<file path="src/rtl/usb_fs_rx_phy_pkg.sv">
// Shared types and constants for the full-speed USB receive front end.
// Also used by the downstream PID/packet tracker.
package usb_fs_rx_phy_pkg;

  typedef enum logic [1:0] {
    LS_SE0 = 2'd0,
    LS_J   = 2'd1,
    LS_K   = 2'd2,
    LS_SE1 = 2'd3
  } line_st_t;

  typedef enum logic [2:0] {
    RX_IDLE,
    RX_HUNT,
    RX_DATA,
    RX_EOP,
    RX_ABORT
  } rx_state_t;

  // Decoded SYNC after LSB-first shifting: wire order 0000_0001 (KJKJKJKK).
  localparam logic [7:0] SYNC_PATTERN = 8'h80;

  localparam logic [3:0] PID_OUT   = 4'b0001;
  localparam logic [3:0] PID_IN    = 4'b1001;
  localparam logic [3:0] PID_SOF   = 4'b0101;
  localparam logic [3:0] PID_SETUP = 4'b1101;
  localparam logic [3:0] PID_DATA0 = 4'b0011;
  localparam logic [3:0] PID_DATA1 = 4'b1011;
  localparam logic [3:0] PID_ACK   = 4'b0010;
  localparam logic [3:0] PID_NAK   = 4'b1010;
  localparam logic [3:0] PID_STALL = 4'b1110;

  function automatic logic is_jk(input line_st_t ls);
    return (ls == LS_J) || (ls == LS_K);
  endfunction

endpackage

</file>
<file path="src/rtl/usb_fs_rx_phy_if.sv">
// Byte stream with packet framing from the USB receive front end.
interface usb_fs_rx_phy_if;
  logic       rx_active;
  logic       rx_sop;
  logic [7:0] rx_data;
  logic       rx_valid;
  logic       rx_eop;
  logic       rx_err;

  modport master (output rx_active, rx_sop, rx_data, rx_valid, rx_eop, rx_err);
  modport slave  (input  rx_active, rx_sop, rx_data, rx_valid, rx_eop, rx_err);
endinterface

</file>
<file path="src/rtl/usb_fs_rx_phy_dpll.sv">
// Line synchroniser and bit-timing recovery: syncs D+/D-, reports line state,
// and strobes once per bit near the middle of the bit cell.
module usb_rx_dpll
  import usb_fs_rx_phy_pkg::*;
#(
  parameter int OVS         = 4,
  parameter int SYNC_STAGES = 2
) (
  input  logic     clk,
  input  logic     rst,
  input  logic     dp_i,
  input  logic     dm_i,
  output line_st_t line_st,
  output logic     j2k,
  output logic     strobe
);
  localparam int PW = $clog2(OVS);

  logic [SYNC_STAGES-1:0] dp_sync_q, dp_sync_d;
  logic [SYNC_STAGES-1:0] dm_sync_q, dm_sync_d;
  line_st_t               line_prev_q, line_prev_d;
  logic [PW-1:0]          phase_q, phase_d;
  logic                   jk_change;

  always_comb begin
    dp_sync_d   = {dp_sync_q[SYNC_STAGES-2:0], dp_i};
    dm_sync_d   = {dm_sync_q[SYNC_STAGES-2:0], dm_i};
    line_st     = line_st_t'({dm_sync_q[SYNC_STAGES-1], dp_sync_q[SYNC_STAGES-1]});
    line_prev_d = line_st;
    // Only J<->K transitions carry timing; SE0/SE1 edges are skewed on real buses.
    jk_change   = is_jk(line_st) && is_jk(line_prev_q) && (line_st != line_prev_q);
    j2k         = (line_st == LS_K) && (line_prev_q == LS_J);
    phase_d     = jk_change ? '0 : phase_q + PW'(1);
    strobe      = (phase_q == PW'(OVS / 2 - 1));
  end

  always_ff @(posedge clk or negedge rst) begin
    if (!rst) begin
      dp_sync_q   <= '1;
      dm_sync_q   <= '0;
      line_prev_q <= LS_J;
      phase_q     <= '0;
    end else begin
      dp_sync_q   <= dp_sync_d;
      dm_sync_q   <= dm_sync_d;
      line_prev_q <= line_prev_d;
      phase_q     <= phase_d;
    end
  end

endmodule

</file>
<file path="src/rtl/usb_fs_rx_phy.sv">
// Full-speed USB receive front end: NRZI decode, unstuffing, SYNC/EOP framing, byte output.
// Optional bus-reset detector enabled by defining USB_RX_BUS_RESET_EN.
module usb_fs_rx_phy
  import usb_fs_rx_phy_pkg::*;
#(
  parameter int OVS         = 4,
  parameter int SYNC_STAGES = 2,
  parameter int RST_BITS    = 30
) (
  input  logic                  clk,
  input  logic                  rst,
  input  logic                  dp_i,
  input  logic                  dm_i,
  input  logic                  rx_en,
  output logic [1:0]            line_st,
  output logic                  bus_reset,
  usb_fs_rx_phy_if.master       rx
);
  line_st_t  ls, prev_lvl_q, prev_lvl_d;
  logic      j2k, strobe, bus_rst, kill;
  rx_state_t state_q, state_d;
  logic [7:0] shift_q, shift_d, shift_nx, byte_sr_q, byte_sr_d, data_q, data_d;
  logic [4:0] hunt_cnt_q, hunt_cnt_d;
  logic [2:0] ones_q, ones_d, bit_cnt_q, bit_cnt_d;
  logic [1:0] se0_cnt_q, se0_cnt_d;
  logic [3:0] j_cnt_q, j_cnt_d;
  logic active_q, active_d, sop_q, sop_d, valid_q, valid_d, eop_q, eop_d, err_q, err_d;
  logic bit_dec, stuff_slot;

  usb_rx_dpll #(.OVS(OVS), .SYNC_STAGES(SYNC_STAGES)) u_dpll (
    .clk(clk), .rst(rst), .dp_i(dp_i), .dm_i(dm_i),
    .line_st(ls), .j2k(j2k), .strobe(strobe)
  );

  always_comb begin
    bit_dec    = (ls == prev_lvl_q);
    shift_nx   = {bit_dec, shift_q[7:1]};
    stuff_slot = (ones_q == 3'd6);
    kill       = !rx_en || bus_rst;
  end

  always_ff @(posedge clk or negedge rst) begin
    if (!rst) state_q <= RX_IDLE;
    else      state_q <= state_d;
  end

  always_comb begin
    state_d = state_q;
    if (kill) begin
      state_d = RX_IDLE;
    end else begin
      case (state_q)
        RX_IDLE:  if (j2k) state_d = RX_HUNT;
        RX_HUNT: if (strobe) begin
          if (!is_jk(ls))                  state_d = RX_IDLE;
          else if (shift_nx == SYNC_PATTERN) state_d = RX_DATA;
          else if (hunt_cnt_q == 5'd16)    state_d = RX_IDLE;
        end
        RX_DATA: if (strobe) begin
          if (ls == LS_SE0)                               state_d = RX_EOP;
          else if (ls == LS_SE1 || (stuff_slot && bit_dec)) state_d = RX_ABORT;
        end
        RX_EOP:   if (strobe && (ls != LS_SE0 || se0_cnt_q == 2'd3)) state_d = RX_IDLE;
        RX_ABORT: if (strobe && ls == LS_J && j_cnt_q == 4'd7)       state_d = RX_IDLE;
        default:  state_d = RX_IDLE;
      endcase
    end
  end

  always_comb begin
    prev_lvl_d = prev_lvl_q;
    shift_d    = shift_q;
    hunt_cnt_d = hunt_cnt_q;
    ones_d     = ones_q;
    bit_cnt_d  = bit_cnt_q;
    byte_sr_d  = byte_sr_q;
    se0_cnt_d  = se0_cnt_q;
    j_cnt_d    = j_cnt_q;
    data_d     = data_q;
    active_d   = active_q;
    sop_d      = 1'b0;
    valid_d    = 1'b0;
    eop_d      = 1'b0;
    err_d      = 1'b0;
    if (kill) begin
      eop_d    = active_q;
      err_d    = active_q;
      active_d = 1'b0;
    end else begin
      case (state_q)
        RX_IDLE: if (j2k) begin
          prev_lvl_d = LS_J;
          shift_d    = '0;
          hunt_cnt_d = '0;
        end
        RX_HUNT: if (strobe && is_jk(ls)) begin
          prev_lvl_d = ls;
          shift_d    = shift_nx;
          hunt_cnt_d = hunt_cnt_q + 5'd1;
          if (shift_nx == SYNC_PATTERN) begin
            sop_d     = 1'b1;
            active_d  = 1'b1;
            ones_d    = '0;
            bit_cnt_d = '0;
          end
        end
        RX_DATA: if (strobe) begin
          if (ls == LS_SE0) begin
            se0_cnt_d = 2'd1;
          end else if (ls == LS_SE1 || (stuff_slot && bit_dec)) begin
            eop_d    = 1'b1;
            err_d    = 1'b1;
            active_d = 1'b0;
            j_cnt_d  = '0;
          end else begin
            prev_lvl_d = ls;
            if (stuff_slot) begin
              ones_d = '0;  // stuff bit: consumed, not part of the byte
            end else begin
              byte_sr_d[bit_cnt_q] = bit_dec;
              ones_d    = bit_dec ? ones_q + 3'd1 : 3'd0;
              bit_cnt_d = bit_cnt_q + 3'd1;
              if (bit_cnt_q == 3'd7) begin
                valid_d = 1'b1;
                data_d  = byte_sr_d;
              end
            end
          end
        end
        RX_EOP: if (strobe) begin
          if (ls == LS_J) begin
            eop_d    = 1'b1;
            err_d    = (bit_cnt_q != 3'd0);
            active_d = 1'b0;
          end else if (ls != LS_SE0 || se0_cnt_q == 2'd3) begin
            eop_d    = 1'b1;
            err_d    = 1'b1;
            active_d = 1'b0;
          end else begin
            se0_cnt_d = se0_cnt_q + 2'd1;
          end
        end
        RX_ABORT: if (strobe) j_cnt_d = (ls == LS_J) ? j_cnt_q + 4'd1 : 4'd0;
        default: ;
      endcase
    end
  end

  always_ff @(posedge clk or negedge rst) begin
    if (!rst) begin
      prev_lvl_q <= LS_J;
      shift_q    <= '0;
      hunt_cnt_q <= '0;
      ones_q     <= '0;
      bit_cnt_q  <= '0;
      byte_sr_q  <= '0;
      se0_cnt_q  <= '0;
      j_cnt_q    <= '0;
      data_q     <= '0;
      active_q   <= 1'b0;
      sop_q      <= 1'b0;
      valid_q    <= 1'b0;
      eop_q      <= 1'b0;
      err_q      <= 1'b0;
    end else begin
      prev_lvl_q <= prev_lvl_d;
      shift_q    <= shift_d;
      hunt_cnt_q <= hunt_cnt_d;
      ones_q     <= ones_d;
      bit_cnt_q  <= bit_cnt_d;
      byte_sr_q  <= byte_sr_d;
      se0_cnt_q  <= se0_cnt_d;
      j_cnt_q    <= j_cnt_d;
      data_q     <= data_d;
      active_q   <= active_d;
      sop_q      <= sop_d;
      valid_q    <= valid_d;
      eop_q      <= eop_d;
      err_q      <= err_d;
    end
  end

`ifdef USB_RX_BUS_RESET_EN
  localparam int RW = $clog2(RST_BITS + 1);
  logic [RW-1:0] se0_bits_q, se0_bits_d;
  logic          bus_reset_q, bus_reset_d;

  // Saturating SE0 length in bit-times; any non-SE0 line state clears it at once.
  always_comb begin
    se0_bits_d = se0_bits_q;
    if (ls != LS_SE0)                                   se0_bits_d = '0;
    else if (strobe && se0_bits_q != RW'(RST_BITS))     se0_bits_d = se0_bits_q + 1'b1;
    bus_reset_d = (ls == LS_SE0) && (se0_bits_d == RW'(RST_BITS));
  end

  always_ff @(posedge clk or negedge rst) begin
    if (!rst) begin
      se0_bits_q  <= '0;
      bus_reset_q <= 1'b0;
    end else begin
      se0_bits_q  <= se0_bits_d;
      bus_reset_q <= bus_reset_d;
    end
  end

  assign bus_rst = bus_reset_q;
`else
  logic unused_rst_bits;
  assign unused_rst_bits = (RST_BITS > 0);
  assign bus_rst         = 1'b0;
`endif

  assign bus_reset    = bus_rst;
  assign line_st      = ls;
  assign rx.rx_active = active_q;
  assign rx.rx_sop    = sop_q;
  assign rx.rx_data   = data_q;
  assign rx.rx_valid  = valid_q;
  assign rx.rx_eop    = eop_q;
  assign rx.rx_err    = err_q;

endmodule

</file>
<file path="src/flat_wrapper.sv">
// flat-port wrapper written by rule: the top's interface ports become plain ports
module usb_fs_rx_phy_flat import usb_fs_rx_phy_pkg::*;
#(
  parameter int OVS         = 4,
  parameter int SYNC_STAGES = 2,
  parameter int RST_BITS    = 30
)
  (clk, rst, dp_i, dm_i, rx_en, line_st, bus_reset, rx_rx_active, rx_rx_sop, rx_rx_data, rx_rx_valid, rx_rx_eop, rx_rx_err);
  usb_fs_rx_phy_if rx_i ();
  input  logic clk;
  input  logic rst;
  input  logic dp_i;
  input  logic dm_i;
  input  logic rx_en;
  output logic [1:0] line_st;
  output logic bus_reset;
  output wire logic [$bits(rx_i.rx_active)-1:0] rx_rx_active;
  output wire logic [$bits(rx_i.rx_sop)-1:0] rx_rx_sop;
  output wire logic [$bits(rx_i.rx_data)-1:0] rx_rx_data;
  output wire logic [$bits(rx_i.rx_valid)-1:0] rx_rx_valid;
  output wire logic [$bits(rx_i.rx_eop)-1:0] rx_rx_eop;
  output wire logic [$bits(rx_i.rx_err)-1:0] rx_rx_err;
  assign rx_rx_active = rx_i.rx_active;
  assign rx_rx_sop = rx_i.rx_sop;
  assign rx_rx_data = rx_i.rx_data;
  assign rx_rx_valid = rx_i.rx_valid;
  assign rx_rx_eop = rx_i.rx_eop;
  assign rx_rx_err = rx_i.rx_err;
  usb_fs_rx_phy #(.OVS(OVS), .SYNC_STAGES(SYNC_STAGES), .RST_BITS(RST_BITS)) u_core (.clk(clk), .rst(rst), .dp_i(dp_i), .dm_i(dm_i), .rx_en(rx_en), .line_st(line_st), .bus_reset(bus_reset), .rx(rx_i));
endmodule
</file>
<file path="config.mk">
export PLATFORM = sky130hd
export DESIGN_NAME = usb_fs_rx_phy_flat
export DESIGN_NICKNAME = d
export VERILOG_FILES = /design/src/rtl/usb_fs_rx_phy_pkg.sv /design/src/rtl/usb_fs_rx_phy_if.sv /design/src/rtl/usb_fs_rx_phy_dpll.sv /design/src/rtl/usb_fs_rx_phy.sv /design/src/flat_wrapper.sv
export SDC_FILE = /design/constraint.sdc
export NUM_CORES = 1
export LEC_CHECK = 0
export ABC_CLOCK_PERIOD_IN_PS = 4800
export CAP_MARGIN = 20
export CELL_PAD_IN_SITES_DETAIL_PLACEMENT = 1
export CELL_PAD_IN_SITES_GLOBAL_PLACEMENT = 2
export CORE_ASPECT_RATIO = 0.75
export CORE_UTILIZATION = 41
export DETAILED_ROUTE_END_ITERATION = 10
export MAX_ROUTING_LAYER = met4
export PLACE_DENSITY = 0.81
export SKIP_CTS_REPAIR_TIMING = 1
export SLEW_MARGIN = 0
export SYNTH_ARGS = -nofsm -noshare
export SYNTH_HDL_FRONTEND = slang
export SYNTH_HIERARCHICAL = 1
export SYNTH_SLANG_ARGS = --single-unit
</file>
<file path="constraint.sdc">
create_clock -name clk -period 4.8 [get_ports clk]
set_input_delay 0.96 -clock clk [delete_from_list [all_inputs] [get_ports clk]]
set_output_delay 0.96 -clock clk [all_outputs]
set_load 0.03 [all_outputs]
</file>
==> run metrics <==
run status=completed; dpl cell area=3370 sq um; CTS Buf Count=9; Post-synth EDFFs=0; final wirelength=7400 microns; endpoints failing setup=0; critical path launch point type=primary input; final hold vios=0; DR WL met3=248 microns; largest net degree at the start of global routing=59; PD cells=411 nW/um^2; initial antenna violation count=0; Required @ worst endpoint=5040 ps; post-route ant nets=0; H-tree depth=3; metal1 wirelength=3840 microns; layout cells sized above 1=0.0959; fillers=818; Core ar.=7400 sq um; clock period minus worst slack=3020 ps; routed vias=2407; CTS sink count=58; DIE AREA=8100 sq um; CTS tree=built; Mapped Cells=330; Setup Skew=9.51 ps; headroom to the max-slew limit=0.474; Syn Std Cell Area=3170 sq um; chip height=78.2 microns; Cell Rows=27; VDD IR max=0.000305 V; top layer in use=met4; ys async rst share=1.00; final slew viol count=0; first-pass GRT wire length=12800 microns; Starting Density=0.429; DR WL/cell=16.6 microns; Met2 Wirelength=3200 microns; IO Pins=21; number of max-cap violations=0; nets=359; Diodes inserted=0; clk root buf=clkbuf_8; gr usage total=0.214; FF+latch count, synth=58; syn nets=350; unrepaired setup endpoints after global routing=false; Leak=1.61 nW; Longest Clk Path Bufs=2; PortBufs=19; DRT iter0 DRCs=102; Tot Pwr=1.47 mW; Skew-Pair Late Insertion Delay=350 ps; gr ovfl total=0; clk slew on worst S/H paths=60 ps; routability cong.=0.763; yosys warns=6; count of unique library cells instantiated by Yosys=59; sequential area share after synthesis=0.459; post-route worst setup slack=1780 ps; Layout area overhead=12.5%; critical path arrival=3260 ps; Synth Flop Type=dfrtp_1; Pre-antenna DRT Iters=4; Final Non-Filler Cells=445; Worst Path Max Fanout=12; Inst Count DP=429; setup tns final=0 ps; Crit Path Category=primary input to register; worst slew pin tran=786 ps; Peak Freq=331 MHz; vias in the first global route=2422; Die Width=104 microns; Detail Placement HPWL=5000 microns; CP endpoint kind=register; drc violations=0; Vias/cell=5.41; Hold Crit Class=register to register; syn_area_per_cell=9.61 sq um; Final Cell Area=3570 sq um; Placement Setup Slack=1460 ps; period utilisation layout=0.630
## flip-flops by register name, summed over array words and instances (netlist names)
| name | cells |
|---|---|
| u_core/prev_lvl_q | 2 |
| u_core/rx.rx_data | 8 |
| u_core/rx.rx_eop | 1 |
| u_core/rx.rx_sop | 1 |
| u_core/hunt_cnt_q | 5 |
| u_core/rx.rx_err | 1 |
| u_core/se0_cnt_q | 2 |
| u_core/shift_q | 7 |
| u_core/u_dpll/line_prev_q | 2 |
| u_core/rx.rx_active | 1 |
| u_core/state_q | 3 |
| u_core/ones_q | 3 |
| u_core/rx.rx_valid | 1 |
| u_core/bit_cnt_q | 3 |
| u_core/byte_sr_q | 8 |
| u_core/j_cnt_q | 4 |
| u_core/u_dpll/dp_sync_q | 2 |
| u_core/u_dpll/dm_sync_q | 2 |
| u_core/u_dpll/phase_q | 2 |
## cell usage after synthesis, types with 2 or more instances
library cell,n,area share
dfrtp_1,54,0.43
nand2_1,49,0.058
o21ai_0,31,0.049
inv_1,18,0.021
nor2_1,18,0.021
ha_1,15,0.059
clkbuf_1,10,0.012
mux2i_1,9,0.028
nand3_1,9,0.014
a21oi_1,8,0.013
nor3_1,8,0.013
o31ai_1,7,0.017
buf_4,6,0.014
nand2b_1,6,0.012
a22o_1,5,0.014
buf_2,5,0.0079
mux2_2,5,0.018
nor4_1,5,0.0099
dfstp_2,4,0.033
mux2_4,4,0.019
xnor2_1,4,0.011
a21o_1,3,0.0071
nor2b_1,3,0.0059
a22oi_1,2,0.0047
nand3b_1,2,0.0047
nand4b_1,2,0.0055
nor3b_1,2,0.0047
o21bai_1,2,0.0047
o311ai_0,2,0.0055
or3_1,2,0.0039
xor2_1,2,0.0055
## cell usage in the layout (no fill, tap or decap), types with 5 or more instances in the layout
master,Yosys,routed
a21oi_1,8,8
a22o_1,5,5
clkbuf_8,0,11
clkdlybuf4s50_1,0,18
dfrtp_1,54,54
ha_1,15,15
inv_1,18,18
mux2_2,5,5
mux2i_1,9,9
nand2_1,49,49
nand2b_1,6,6
nand3_1,9,9
nor2_1,18,18
nor3_1,8,8
nor4_1,5,5
o21ai_0,31,31
o31ai_1,7,7
## metrics by stage
step	hold WS (ps)	utilization
floorplan	331	-
global placement	344	0.456
detailed placement	343	0.456
CTS	366	0.482
global route	370	0.482
finish	360	0.482
## area by class of cell
| cell class | instances | area (sq um) | share of cell area |
|---|---|---|---|
| Clock inverter | 2 | 35.0 | 0.00981 |
| Timing Repair Buffer | 20 | 193 | 0.0540 |
| Multi-Input combinational cell | 232 | 1530 | 0.428 |
| Sequential cell | 58 | 1460 | 0.408 |
| Clock buffer | 14 | 163 | 0.0456 |
| Inverter | 18 | 67.6 | 0.0189 |
| Tap cell | 101 | 126 | 0.0354 |
## layer usage
metal | vias to the layer above | GRT usage
met1 | 1193 | 0.299
met3 | 11 | 0.0548
li1 | 1171 | -
met2 | 32 | 0.295
met5 | - | -
met4 | 0 | 0.0870
## report_power, final
group / switching [mW] / total, mW / internal (mW)
clock network: 0.198 / 0.466 / 0.268
logic: 0.236 / 0.361 / 0.125
registers: 0.0793 / 0.639 / 0.560
## cell families after synthesis
group / Yosys count / synth area share
flip-flops: 58 / 0.459
adder cells (fa/ha/maj): 15 / 0.0592
multiplexers: 19 / 0.0686
AO/OA/AOI/OAI: 74 / 0.154
buffers and inverters: 40 / 0.0588
AND/OR/NAND/NOR: 117 / 0.183
XOR/XNOR: 6 / 0.0166
other: 1 / 0.00118
## critical path: stages
cell	delay, ps
clkdlybuf4s50_1	700
nor4bb_1	420
o31ai_1	160
a22oi_1	430
o311ai_0	310
a32o_1	280
## final timing paths
kind	to	from	slack, ps	depth (start not counted)
hold / removal	u_core/u_dpll/dp_sync_q[1]	u_core/u_dpll/dp_sync_q[0]	360	0
min in group asynchronous	u_core/u_dpll/dm_sync_q[1]	rst	750	2
setup / recovery	u_core/prev_lvl_q[1]	rx_en	1780	6
max in group asynchronous	u_core/j_cnt_q[1]	rst	3530	2
hold reg to reg	u_core/u_dpll/dp_sync_q[1]	u_core/u_dpll/dp_sync_q[0]	360	0
setup reg to reg	u_core/prev_lvl_q[1]	u_core/u_dpll/dp_sync_q[1]	2080	7
(Power assumes the default switching activity.)
